### src/rtl/local_hist_predictor_pkg.sv
// Shared types and constants for the lc3b local-history branch predictor.
// Default widths: 3-bit PC index, 4-bit history, 2-bit counters.
package lc3b_types;

   localparam int LHP_PC_IDX_W  = 3;
   localparam int LHP_HIST_W    = 4;
   localparam int LHP_CTR_W     = 2;
   localparam int LHP_PHT_IND_W = LHP_PC_IDX_W + LHP_HIST_W;

   typedef logic [15:0]              lc3b_word;
   typedef logic [LHP_PC_IDX_W-1:0]  lc3b_bht_ind;
   typedef logic [LHP_HIST_W-1:0]    lc3b_bht_out;
   typedef logic [LHP_PHT_IND_W-1:0] lc3b_pht_ind;

   typedef enum logic {
      INIT = 1'b0,
      RUN  = 1'b1
   } lhp_state_t;

   // Weakly-not-taken: the largest counter value whose MSB is still 0.
   function automatic int wnt_value(input int ctr_w);
      return (1 << (ctr_w - 1)) - 1;
   endfunction

   localparam logic [LHP_CTR_W-1:0] WNT = LHP_CTR_W'(wnt_value(LHP_CTR_W));

endpackage

### src/rtl/local_hist_predictor_sat_counter_next.sv
// Next value of a CTR_W-bit saturating up/down branch counter.
module sat_counter_next #(
   parameter int CTR_W = 2
) (
   input  logic [CTR_W-1:0] cur,
   input  logic             taken,
   output logic [CTR_W-1:0] nxt
);

   always_comb begin
      nxt = cur;
      if (taken) begin
         if (cur != {CTR_W{1'b1}}) nxt = cur + CTR_W'(1);
      end else begin
         if (cur != {CTR_W{1'b0}}) nxt = cur - CTR_W'(1);
      end
   end

endmodule

### src/rtl/local_hist_predictor.sv
// Two-level local-history branch predictor (per-PC BHT -> PHT of saturating counters).
// Optional gshare-style index hashing with a global history register: LHP_GSHARE_EN.
module local_hist_predictor
   import lc3b_types::*;
#(
   parameter int PC_IDX_W = LHP_PC_IDX_W,
   parameter int HIST_W   = LHP_HIST_W,
   parameter int CTR_W    = LHP_CTR_W
) (
   input  logic     clk,
   input  logic     rst_n,
   input  lc3b_word pred_pc,
   output logic     pred_taken,
   output logic     ready,
   input  logic     upd_valid,
   input  lc3b_word upd_pc,
   input  logic     upd_taken
);

   localparam int PHT_IND_W = PC_IDX_W + HIST_W;
   localparam int BHT_DEPTH = 1 << PC_IDX_W;
   localparam int PHT_DEPTH = 1 << PHT_IND_W;
   localparam logic [CTR_W-1:0]     CTR_INIT = CTR_W'(wnt_value(CTR_W));
   localparam logic [PHT_IND_W-1:0] LAST_IND = {PHT_IND_W{1'b1}};

   lhp_state_t state_q, state_d;
   logic [PHT_IND_W-1:0] init_cnt;

   logic [HIST_W-1:0] bht [BHT_DEPTH];
   logic [CTR_W-1:0]  pht [PHT_DEPTH];

   logic [PC_IDX_W-1:0]  pred_i, upd_i;
   logic [PHT_IND_W-1:0] pred_ind, upd_ind, ghr_mask;
   logic [CTR_W-1:0]     ctr_next;
   logic                 upd_en;

   logic                 pht_we;
   logic [PHT_IND_W-1:0] pht_wa;
   logic [CTR_W-1:0]     pht_wd;

   // FSM: INIT sweeps the PHT once, RUN persists until the next reset.
   always_ff @(posedge clk or negedge rst_n) begin
      if (!rst_n) begin
         state_q  <= INIT;
         init_cnt <= '0;
      end else begin
         state_q <= state_d;
         if (state_q == INIT) init_cnt <= init_cnt + PHT_IND_W'(1);
      end
   end

   always_comb begin
      state_d = state_q;
      case (state_q)
         INIT:    if (init_cnt == LAST_IND) state_d = RUN;
         RUN:     state_d = RUN;
         default: state_d = INIT;
      endcase
   end

   assign ready  = (state_q == RUN);
   assign upd_en = ready & upd_valid;

`ifdef LHP_GSHARE_EN
   logic [PHT_IND_W-1:0] ghr;

   always_ff @(posedge clk or negedge rst_n) begin
      if (!rst_n)      ghr <= '0;
      else if (upd_en) ghr <= {ghr[PHT_IND_W-2:0], upd_taken};
   end

   assign ghr_mask = ghr;
`else
   assign ghr_mask = '0;
`endif

   assign pred_i   = pred_pc[PC_IDX_W:1];
   assign upd_i    = upd_pc[PC_IDX_W:1];
   assign pred_ind = {pred_i, bht[pred_i]} ^ ghr_mask;
   assign upd_ind  = {upd_i, bht[upd_i]} ^ ghr_mask;

   // PHT contents are undefined until the sweep completes, so gate on ready.
   assign pred_taken = ready & pht[pred_ind][CTR_W-1];

   sat_counter_next #(.CTR_W(CTR_W)) u_ctr_next (
      .cur   (pht[upd_ind]),
      .taken (upd_taken),
      .nxt   (ctr_next)
   );

   always_ff @(posedge clk or negedge rst_n) begin
      if (!rst_n) begin
         for (int k = 0; k < BHT_DEPTH; k++) bht[k] <= '0;
      end else if (upd_en) begin
         bht[upd_i] <= {bht[upd_i][HIST_W-2:0], upd_taken};
      end
   end

   // Single PHT write port shared between the init sweep and branch updates.
   always_comb begin
      pht_we = 1'b0;
      pht_wa = init_cnt;
      pht_wd = CTR_INIT;
      case (state_q)
         INIT: pht_we = 1'b1;
         RUN: begin
            pht_we = upd_valid;
            pht_wa = upd_ind;
            pht_wd = ctr_next;
         end
         default: pht_we = 1'b0;
      endcase
   end

   always_ff @(posedge clk) begin
      if (pht_we) pht[pht_wa] <= pht_wd;
   end

   logic unused_pc_bits;
   assign unused_pc_bits = ^{pred_pc[15:PC_IDX_W+1], pred_pc[0],
                             upd_pc[15:PC_IDX_W+1], upd_pc[0]};

endmodule

### config.mk
export PLATFORM = sky130hd
export DESIGN_NAME = local_hist_predictor
export DESIGN_NICKNAME = d
export VERILOG_FILES = /design/src/rtl/local_hist_predictor_pkg.sv /design/src/rtl/local_hist_predictor_sat_counter_next.sv /design/src/rtl/local_hist_predictor.sv
export SDC_FILE = /design/constraint.sdc
export NUM_CORES = 1
export LEC_CHECK = 0
export ABC_AREA = 1
export CAP_MARGIN = 10
export CELL_PAD_IN_SITES_DETAIL_PLACEMENT = 1
export CELL_PAD_IN_SITES_GLOBAL_PLACEMENT = 2
export CORE_MARGIN = 4
export CORE_UTILIZATION = 40
export CTS_CLUSTER_SIZE = 14
export DETAILED_ROUTE_END_ITERATION = 16
export GPL_ROUTABILITY_DRIVEN = 0
export HOLD_SLACK_MARGIN = 0.03
export PLACE_DENSITY_LB_ADDON = 0.1
export SKIP_CTS_REPAIR_TIMING = 1
export SYNTH_ARGS = -nofsm -noshare
export SYNTH_HDL_FRONTEND = slang
export SYNTH_SLANG_ARGS = --single-unit
### constraint.sdc
create_clock -name clk -period 6.71 [get_ports clk]
set_input_delay 0.671 -clock clk [delete_from_list [all_inputs] [get_ports clk]]
set_output_delay 0.671 -clock clk [all_outputs]
set_load 0.005 [all_outputs]
* Word-level counts from Yosys, hierarchy flattened
Memory sizes are Yosys's and may differ from the RTL's. Cells that the tools add are included.
Word-level totals: register bits 40, bits in latches 0, bits in writable memories 256, memory bits (read-only) 0, output and inout port bits 2, word-level logic and storage cells 45, memories 1
Memories:
- pht | depth 128, width 2, rd ports 2, clocked after memory_dff 0, write ports 1, line local_hist_predictor.sv:30 | logic [CTR_W-1:0] pht [PHT_DEPTH];
Operators by class: add/subtract/negate cells 3, multipliers 0, div/mod/pow operators 0, $lt $le $gt $ge 3, equal/unequal tests 2, shift-type cells 0, mux-type cells 19, bitwise logic cells 5, reductions and logical operators 2
Operators with widths (number):
- bitwise mux 32 bit | 1
- binary-select mux 4 bit (select 3 bit) | 2
- two-way mux 4 bit | 5
- demux 4 bit (select 3 bit) | 1
- greater-or-equal comparator 4 bit, second input constant | 2
- two-way mux 2 bit | 4
- inverter 3 -> 4 bit | 2
- adder 7 x 1 -> 7 bit, second input constant | 1
- == test 7 bit, second input constant | 1
- two-way mux 7 bit | 1
- < comparator 4 x 1 -> 1 bit, second input constant | 1
- one-hot mux 1 bit (2 select lines) | 2
- two-way mux 1 bit | 3
- adder 2 x 1 -> 2 bit, second input constant | 1
- AND 1 bit | 2
- != test 2 bit, second input constant | 1
- nonzero test 2 bit | 1
- subtractor 2 x 1 -> 2 bit, second input constant | 1
- logical AND 1 bit | 1
- inverter 1 bit | 1

* Logic depth before layout (Yosys ltp)
An unclocked memory read counts as a cell.
depth in word-level cells 9, gate-level depth with buffers 22, depth with buffers taken out 18

* By module
A second synthesis with hierarchy kept.
Unflattened totals: cells, all modules 1576, area, all modules 14764.2 µm²
Modules (own cells, without submodules):
- local_hist_predictor | times used 1, cells an instance 1570, area an instance 14739.1 µm², seq. area each 8688.3 µm²
- sat_counter_next | times used 1, cells an instance 6, area an instance 25.0 µm², seq. area each 0.0 µm²

* Worst setup path before layout
OpenSTA, ideal clock, no wires.
kind input -> register, from in upd_pc[1], to mem pht[0][1], data pin, setup time 892 ps, data arrival time 5589 ps, setup slack 229 ps, stages on the path 21, path buffers 4, path through buf_6 > inv_4 > buf_6 > nand2_1 > nand2_1 > nand2_1 > nand2_1 > nand2_1 > nand2_2 > inv_2 > buf_6 > buf_4 > nand3_1 > nand3_1 > nand3_1 > nand2_1 > nand2_1 > nand2_1 > nor2_1 > nand2_1 > a21oi_1
Between the ends: cells in the longest elaborated chain, start to end 9
RTL lines:
- start: declaration | line local_hist_predictor.sv:16 | input lc3b_word upd_pc,
- inverter 3 -> 4 bit (not written as such) | line local_hist_predictor.sv:80 | assign upd_ind = {upd_i, bht[upd_i]} ^ ghr_mask;
- binary-select mux 4 bit (select 3 bit) | line local_hist_predictor.sv:80
- two-way mux 4 bit (2 in series)
- memory read (128 x 2 bit) (*)
- subtractor 2 x 1 -> 2 bit, or another cell as far along | line local_hist_predictor_sat_counter_next.sv:15 | if (cur != {CTR_W{1'b0}}) nxt = cur - CTR_W'(1);
- two-way mux 2 bit, on equally long branches | line local_hist_predictor_sat_counter_next.sv:15, local_hist_predictor_sat_counter_next.sv:13
- two-way mux 2 bit (*) | line local_hist_predictor_sat_counter_next.sv:12 | if (taken) begin
- two-way mux 2 bit (*) | line local_hist_predictor.sv:104 | case (state_q)
- net pht_wd[1] | line local_hist_predictor.sv:39 | logic [CTR_W-1:0] pht_wd;
- end: declaration | line local_hist_predictor.sv:30
The timed path passes the listed nets; every way through them passes the cells marked *. The select of a mux whose other input is x is not followed.

* Worst setup path after layout
from in pred_pc[1], to out pred_taken
Between the ends: cells in the longest elaborated chain, start to end 6
RTL lines:
- start: declaration | line local_hist_predictor.sv:12 | input lc3b_word pred_pc,
- inverter 3 -> 4 bit (not written as such) | line local_hist_predictor.sv:79 | assign pred_ind = {pred_i, bht[pred_i]} ^ ghr_mask;
- binary-select mux 4 bit (select 3 bit) | line local_hist_predictor.sv:79
- two-way mux 4 bit (not written as such) (2 in series) | line local_hist_predictor.sv:79
- memory read (128 x 2 bit) (*)
- AND 1 bit (*) | line local_hist_predictor.sv:83 | assign pred_taken = ready & pht[pred_ind][CTR_W-1];
- end: declaration | line local_hist_predictor.sv:13 | output logic pred_taken,
Mark *: on every way between the ends. The rest lies on a longest branch, timed or not. The select of a mux whose other input is x is not followed.

==> impl_metrics.ini <==
[run_status]
status = complete, no violations

[logic_synthesis]
yosys.area.top_type = edfxtp_1
synth_seq_cells = 296
synth.most_common_cell = nand2_1
yosysSeqAreaShare_pct = 58.8
synth_nets = 1676
async_reset_ff_share_pct = 13.5
synth.distinct_cells = 33
synth_edf_count = 256
synth_simple_gate_area_share_pct = 32.2
synth_top_flop_cell = edfxtp_1
synth_compound_area_share_pct = 2.80
netlist_top_cells_count = nand2_1, nand3_1, edfxtp_1
synthAdderAreaFrac_pct = 0.0847
syn_inst = 1639
synth_top_family_by_area = simple AND/OR/NAND/NOR gates
avgSynthCellArea_um2 = 9.01
ys_warn_count = 0
synth_top_area_share_pct = 52.1
synth_area_um2 = 14800
synth_mux_area_share_pct = 0
synth.area.top_cells = edfxtp_1, nand3_1, nand2_1, dfrtp_1, nor2_1
synthXorXnorAreaFrac_pct = 0.356

[min_path]
hold_path.class = in -> async

[grt]
grt_max_degree = 88
antenna_found_initial = 0
grt_pass1_wl_mm = 78.0
grt_use_total_pct = 25.6
grt_pass1_vias = 12700
grt_overflow_total = 0

[timing]
period_minus_slack_ns = 5.58
fmax_ghz = 0.179
final_hold_viol_count = 0
tightest_slew_ns = 1.18
tns_ns = 0
slew_headroom_pct = 21.0
rsz0062_at_grt = no
whs_ns = 0.281
drv_slew = 0
setup_viol = 0
fin_skew_ns = 0.0245
finalCritPeriodShare_pct = 83.2

[die]
fp.dieW_um = 200
row_count = 70
core_area_um2 = 36500
io-pin-count = 38
start_util_pct = 40.4
fp.dieH_um = 200
die_area_um2 = 40100

[route]
vias_per_cell = 5.74
drc = 0
wl_mm = 52.0
ant_nets = 0
drt_iter0_drc = 1019
drt-wirelength-per-cell_um = 24.6
first_pass_iters = 5
num_vias = 12100

[job]
drv_cap = 0

[critical_path]
crit_family = buffers and inverters
worstPathRequired_ns = 6.04
crit_slowest_cell = clkdlybuf4s50_1
path_cells = clkdlybuf4s50_1 > inv_1 > o21ai_0 > nand3_2 > nand2_2 > buf_12 > nand2_1 > nand3_1 > nand3_1 > nand3_1 > nand3_1 > nand3_1 > nand3_1 > a21oi_1 > clkdlybuf4s50_1
crit_path_max_fanout = 42
critPathCaptureType = output pin
r2r_cells = 20
cp.arrival_ns = 4.91
cpPeakStageDelay_ns = 1.17
r2r_slack_ns = 2.61
regToRegStartpoint = bht[12]$_DFFE_PN0P_
cp-start-kind = primary input
path_buf_inv = 4
path_class = in -> out
crit_top_cell = nand3_1
r2r-end = pht[49][0]$_DFFE_PP_

[placement]
port_buffers = 11
dpl.hpwl_mm = 30.9
place_inst = 2050

[power_and_ir_drop]
p_per_area_nw_per_um2 = 263
leakagePower_uw = 0.00630
peakVddDrop_mv = 0.184

[finish]
drive_above_1_share_pct = 6.63
nNetsFinal = 1657
area_growth_pct = 10.6
stdcell_count = 2113
diodes = 0

[clock_network]
clk_pin_slew_ns = 0.05
cts_num_sinks = 296
cts.htree.levels = 2
clk_path_buf_depth = 3
clockRootBuffer = clkbuf_16
cts_tree = done
cts_buffers = 36
clock_latency_ns = 0.55
## placed cells by master (no fill, tap or decap), types with 2 or more instances in the layout
| cell type | count |
|---|---|
| a21oi_1 | 19 |
| a21oi_4 | 3 |
| buf_12 | 11 |
| buf_4 | 18 |
| clkbuf_1 | 13 |
| clkbuf_16 | 38 |
| clkdlybuf4s50_1 | 10 |
| clkinv_1 | 9 |
| clkinv_2 | 4 |
| dfrtp_1 | 40 |
| edfxtp_1 | 256 |
| inv_1 | 53 |
| inv_2 | 9 |
| inv_4 | 2 |
| nand2_1 | 471 |
| nand2_2 | 5 |
| nand2_4 | 2 |
| nand3_1 | 427 |
| nand3_2 | 4 |
| nand3b_1 | 2 |
| nand4_1 | 4 |
| nor2_1 | 170 |
| nor2_2 | 3 |
| nor2_4 | 3 |
| nor3_1 | 3 |
| nor3_2 | 3 |
| o211ai_1 | 2 |
| o21ai_0 | 44 |
| o22ai_1 | 5 |
| xnor2_1 | 2 |
| xor2_1 | 4 |
## power breakdown
part           internal (µW)  switching, µW  total, µW
registers               1970              0       1970
logic                    139            384        523
clock network           1040            759       1790
total                   3150           1140       4290
## per-layer routing
layer	part of all wire (%)	track usage (%)	wire, µm	vias up
met5	0	0	0	-
met1	43	34.9	22400	6067
met3	6.1	3.29	3160	101
met4	3.1	8.26	1630	0
met2	48	42.9	24800	404
li1	-	-	-	5564
## how the worst max path moves through the flow
stage	slack, ns	endpoint	start	depth (start not counted)
after floorplan	0.23	pht[0][1]$_DFFE_PP_	upd_pc[1]	21
after global placement	1.21	pred_taken	pred_pc[1]	14
after detailed placement	1.17	pred_taken	pred_pc[1]	14
after CTS	1.10	pred_taken	pred_pc[1]	15
after global routing	0.79	pred_taken	pred_pc[1]	15
final	1.13	pred_taken	pred_pc[1]	15
## logic make-up after synthesis
kind of cell,after synthesis
XOR/XNOR,6
flip-flops,296
AO/OA/AOI/OAI,75
adder cells (fa/ha/maj),1
buffers and inverters,163
AND/OR/NAND/NOR,1098
## area by class of cell
type	count	area, µm²
clock buffers	51	1000
flip-flops and latches	296	8690
fillers	4178	20200
well taps	468	586
repair buffers	40	460
multi-input cells	1180	5280
inverters	66	253
clock inverters	12	62.6
## state kept, by name (all words and copies together), names as in the netlist
signal	count
pht	256
bht	32
init_cnt	7
ready	1
## per-stage QoR
step | utilization (%) | worst slack (ns) | instance area (µm²) | power (µW)
after floorplan | - | 0.229 | 14800 | 2340
after global placement | 41.8 | 1.21 | 15300 | 2520
after detailed placement | 41.8 | 1.17 | 15300 | 2530
after CTS | 44.7 | 1.10 | 16300 | 4340
after global routing | 44.7 | 0.787 | 16300 | 4450
final | 44.7 | 1.13 | 16300 | 4290
Power figures use the tool's default switching activity.
